File: config.mk
export PLATFORM = sky130hd
export DESIGN_NAME = spike_rate_decoder
export DESIGN_NICKNAME = d
export VERILOG_FILES = /design/src/rtl/spike_rate_decoder.sv
export SDC_FILE = /design/constraint.sdc
export NUM_CORES = 1
export LEC_CHECK = 0
export BUFFER_PORTS_ARGS = -buffer_cell sky130_fd_sc_hd__buf_2
export CAP_MARGIN = 10
export CORE_MARGIN = 10
export CORE_UTILIZATION = 63
export DETAILED_ROUTE_END_ITERATION = 10
export GPL_ROUTABILITY_DRIVEN = 0
export PLACE_DENSITY = 0.93
export SETUP_SLACK_MARGIN = 0.2
export SLEW_MARGIN = 10
export SYNTH_ARGS = -nofsm -noshare
export SYNTH_HDL_FRONTEND = slang
export SYNTH_SLANG_ARGS = --single-unit
File: constraint.sdc
create_clock -name clk -period 8.4 [get_ports clk]
set_input_delay 0.42 -clock clk [delete_from_list [all_inputs] [get_ports clk]]
set_output_delay 0.42 -clock clk [all_outputs]
set_load 0.02 [all_outputs]
File: src/rtl/spike_rate_decoder.sv
// spike_rate_decoder: turns a spike line into a per-window spike count and the inter-spike interval.
module spike_rate_decoder #(
  parameter int WINDOW_W = 8,
  parameter int COUNT_W  = 8,
  parameter int ISI_W    = 8
) (
  input  logic                clk,
  input  logic                rst,
  input  logic                en,
  input  logic                spike_in,
  input  logic [WINDOW_W-1:0] window_len,
  output logic [COUNT_W-1:0]  rate_out,
  output logic                rate_valid,
  output logic                rate_sat,
  output logic [ISI_W-1:0]    isi_out,
  output logic                isi_valid
);
  typedef enum logic {IDLE, COUNT} state_t;
  state_t state_q;
  logic spk_q, sat_q, sat_d, have_prev_q, ev, win_end;
  logic [WINDOW_W-1:0] win_q, tick_q;
  logic [COUNT_W-1:0] cnt_q, cnt_d;
  logic [ISI_W-1:0] ivl_q, ivl_d;
  always_comb begin
    ev = spike_in & ~spk_q & en & (state_q == COUNT);
    cnt_d = (ev && !(&cnt_q)) ? cnt_q + 1'b1 : cnt_q;
    sat_d = sat_q | (ev & (&cnt_q));
    ivl_d = ev ? ISI_W'(1) : (&ivl_q) ? ivl_q : ivl_q + 1'b1;
    win_end = tick_q == win_q - 1'b1;
  end
  always_ff @(posedge clk or posedge rst) begin
    if (rst) begin
      state_q <= IDLE;
      spk_q <= 1'b0;
      sat_q <= 1'b0;
      have_prev_q <= 1'b0;
      win_q <= '0;
      tick_q <= '0;
      cnt_q <= '0;
      ivl_q <= '0;
      rate_out <= '0;
      rate_valid <= 1'b0;
      rate_sat <= 1'b0;
      isi_out <= '0;
      isi_valid <= 1'b0;
    end else begin
      spk_q <= spike_in;
      rate_valid <= 1'b0;
      isi_valid <= 1'b0;
      if (state_q == IDLE) begin
        have_prev_q <= 1'b0;
        if (en && window_len != '0) begin
          state_q <= COUNT;
          win_q <= window_len;
          tick_q <= '0;
          cnt_q <= '0;
          sat_q <= 1'b0;
          ivl_q <= '0;
        end
      end else if (!en) begin
        state_q <= IDLE;
        have_prev_q <= 1'b0;
      end else begin
        ivl_q <= ivl_d;
        have_prev_q <= have_prev_q | ev;
        if (ev && have_prev_q) begin
          isi_out <= ivl_q;
          isi_valid <= 1'b1;
        end
        // the closing edge's own event belongs to the window being reported
        if (win_end) begin
          rate_out <= cnt_d;
          rate_sat <= sat_d;
          rate_valid <= 1'b1;
          tick_q <= '0;
          cnt_q <= '0;
          sat_q <= 1'b0;
          win_q <= window_len;
          if (window_len == '0) state_q <= IDLE;
        end else begin
          tick_q <= tick_q + 1'b1;
          cnt_q <= cnt_d;
          sat_q <= sat_d;
        end
      end
    end
  end
endmodule

==> impl_metrics.env <==
export IMPL_grt_max_degree=56
export IMPL_die_w_microns=87.2
export IMPL_synthToLayoutAreaGrowth_pct=10.1
export IMPL_placed_cells=346
export IMPL_multiInputGateArea_sq_mm=0.00141
export IMPL_fmax_mhz=301
export IMPL_status="completed"
export IMPL_holdBufCountCts=0
export IMPL_cp_end_kind="flop"
export IMPL_drt_wl_total_microns=5800
export IMPL_yosysTopAreaCell="dfrtp_1"
export IMPL_start_kind="flop"
export IMPL_syn_area_per_cell_sq_um=10.5
export IMPL_insertion_delay_ns=0.31
export IMPL_initial_core_util_pct=65.3
export IMPL_cts_htree_levels=2
export IMPL_powerDensity_mw_per_mm2=194
export IMPL_p_leak_nw=1.60
export IMPL_netlist_top_cells_area="dfrtp_1, nand2_1, mux2_2"
export IMPL_synth_edf_count=0
export IMPL_drt_iter0_markers=189
export IMPL_slew_limit_headroom_pct=40.6
export IMPL_preCtsSetupSlack_ns=5.11
export IMPL_dieArea_sq_mm=0.00760
export IMPL_nNetsFinal=317
export IMPL_ir_drop_uv=120
export IMPL_numCtsBuffers=5
export IMPL_antenna_found_initial=0
export IMPL_seqCellArea_sq_mm=0.00138
export IMPL_drc=0
export IMPL_r2r_start="win_q[1]$_DFFE_PP0P_"
export IMPL_yosys_top_cells_count="dfrtp_1, nand2_1, nor2_1, o21ai_1, mux2_2"
export IMPL_syn_inst=270
export IMPL_slew_violations=0
export IMPL_synth_ff_type="dfrtp_1"
export IMPL_hold_path_class="input port to flop"
export IMPL_rsz0062_at_grt="no"
export IMPL_place_area_sq_mm=0.00303
export IMPL_hold_ws_ns=0.238
export IMPL_worst_slack_ns=5.08
export IMPL_ant_nets=0
export IMPL_period_share_pct=39.6
export IMPL_io_pins=31
export IMPL_finalSetupViolations=0
export IMPL_grt_pass1_vias=2221
export IMPL_drive_gt1_share_pct=21.9
export IMPL_vias=2161
export IMPL_yosys_warnings=0
export IMPL_holdPathEnd="spk_q$_DFF_PP0_"
export IMPL_timing_worst_slew_pin_value_ns=0.885
export IMPL_grt_pass1_wl_microns=10300
export IMPL_fillers=301
export IMPL_post_drt_wl_per_cell_microns=16.4
export IMPL_fin_util_pct=72.0
export IMPL_netlist_area_leader_share_pct=48.4
export IMPL_hp_start="spike_in"
export IMPL_crit_required_ns=8.60
export IMPL_clkTransAtPathRegs_ns=0.10
export IMPL_yosysMostFrequentCell="dfrtp_1"
export IMPL_die_height_microns=87.2
export IMPL_ys_seq_area_share_pct=48.4
export IMPL_finalClockSkew_ns=0.00699
export IMPL_hold_violations=0
export IMPL_synthArstFlopShare_pct=100
export IMPL_gr_total_overflow=0
export IMPL_numPortBuffers=30
export IMPL_dp_hpwl_microns=4180
export IMPL_via_per_inst=6.10
export IMPL_cts_resized=0
export IMPL_total_power_mw=0.608
export IMPL_period_needed_ns=3.32
export IMPL_detail_route_first_pass_iterations=5
export IMPL_syn_num_nets=286
export IMPL_arrival_ns=3.52
export IMPL_synthesis_area_sq_mm=0.00285
export IMPL_cts_root_buf="clkbuf_8"
export IMPL_tns_ns=0
export IMPL_cts_tree="yes"
export IMPL_synthDistinctLibCells=51
export IMPL_reg2reg_to="tick_q[5]$_DFFE_PP0P_"
export IMPL_core_sq_mm=0.00435
export IMPL_ys_seq_elements=55
export IMPL_track_usage_pct=16.6
export IMPL_final_area_sq_mm=0.00313
export IMPL_postCtsSetupBuffers=0
export IMPL_cap_violations=0
export IMPL_hold_depth=1
export IMPL_critPathMaxFanout=24
export IMPL_stdcell_count=354
export IMPL_setup_worst_path_class="flop to flop"
export IMPL_clk_path_buf_depth=2
export IMPL_rr_worst_depth=8
export IMPL_rows=24
export IMPL_r2r_setup_slack_ns=5.08
export IMPL_cts_num_sinks=55
export IMPL_diodes=0
## sequential cells by signal (all words and copies together), names as in the netlist
name / cells
cnt_q: 8
isi_valid: 1
rate_valid: 1
isi_out: 8
sat_q: 1
tick_q: 8
win_q: 8
state_q: 1
have_prev_q: 1
ivl_q: 8
rate_sat: 1
rate_out: 8
spk_q: 1
## layer usage
metal / share of wire [%] / vias up / track usage [%]
met3: 5.5 / 11 / 4.96
met4: 1.5 / 0 / 4.35
met5: 0 / - / 0
met1: 42 / 1048 / 19.7
li1: - / 1041 / -
met2: 51 / 61 / 28.3
## critical path, stage by stage (launching register included)
cell       delay, ns
dfrtp_1         0.43
inv_1           0.09
ha_1            0.22
or3b_1          0.41
or4_4           0.51
a2111oi_4       0.41
a41o_1          0.72
o21ai_1         0.14
mux2_2          0.28
## layout by cell type, fill, tap and decap left out, drive strengths merged, types with 4 or more instances in the layout
| cell type | netlist | layout |
|---|---|---|
| dfrtp | 55 | 55 |
| nand2 | 37 | 37 |
| buf | 2 | 31 |
| mux2 | 27 | 27 |
| o21ai | 21 | 21 |
| nor2 | 16 | 16 |
| xnor2 | 9 | 9 |
| inv | 6 | 8 |
| nand3 | 6 | 6 |
| nand2b | 6 | 6 |
| clkbuf | 5 | 6 |
| nor3 | 5 | 5 |
| a21oi | 5 | 5 |
| and3 | 5 | 5 |
| or2 | 5 | 5 |
| and2 | 4 | 4 |
| nor4 | 4 | 4 |
| or3 | 4 | 4 |
| a21o | 4 | 4 |
| ha | 4 | 4 |
## where the power goes
part	internal [mW]	switching (mW)	total, mW
sequential	0.290	0.0322	0.322
clock	0.0692	0.0897	0.159
combinational	0.0607	0.0658	0.127
total	0.420	0.188	0.608
## area by class of cell
class                   count  share of cell area (%)
clock buffers               6                    2.64
clock inverters             2                   0.559
inverters                   6                   0.719
multi-input cells         202                    45.0
flip-flops and latches     55                    43.9
well taps                  52                    2.08
repair buffers             31                    5.03
## cells by family (layout without fill, tap and decap cells)
family                     after synthesis  in the layout  share of synthesized area [%]
DFF                                     55             55                           48.4
AOI/OAI and AO/OA                       56             56                           14.2
adders and majority gates                4              4                           1.76
xor gates and xnor gates                 9              9                           2.77
buffers and inverters                   13             45                           2.02
muxes                                   27             27                           11.6
and+or+nand+nor                        106            106                           19.3
## worst max-delay path by stage
stage,from,endpoint,cells after the start
final,win_q[1]$_DFFE_PP0P_,tick_q[5]$_DFFE_PP0P_,8
after global routing,win_q[0]$_DFFE_PP0P_,tick_q[4]$_DFFE_PP0P_,8
after CTS,win_q[1]$_DFFE_PP0P_,tick_q[5]$_DFFE_PP0P_,8
after detailed placement,win_q[0]$_DFFE_PP0P_,tick_q[5]$_DFFE_PP0P_,8
after global placement,win_q[0]$_DFFE_PP0P_,tick_q[5]$_DFFE_PP0P_,8
after floorplan,win_q[0]$_DFFE_PP0P_,win_q[0]$_DFFE_PP0P_,9
Note: power is estimated with default switching activity, not from simulation.
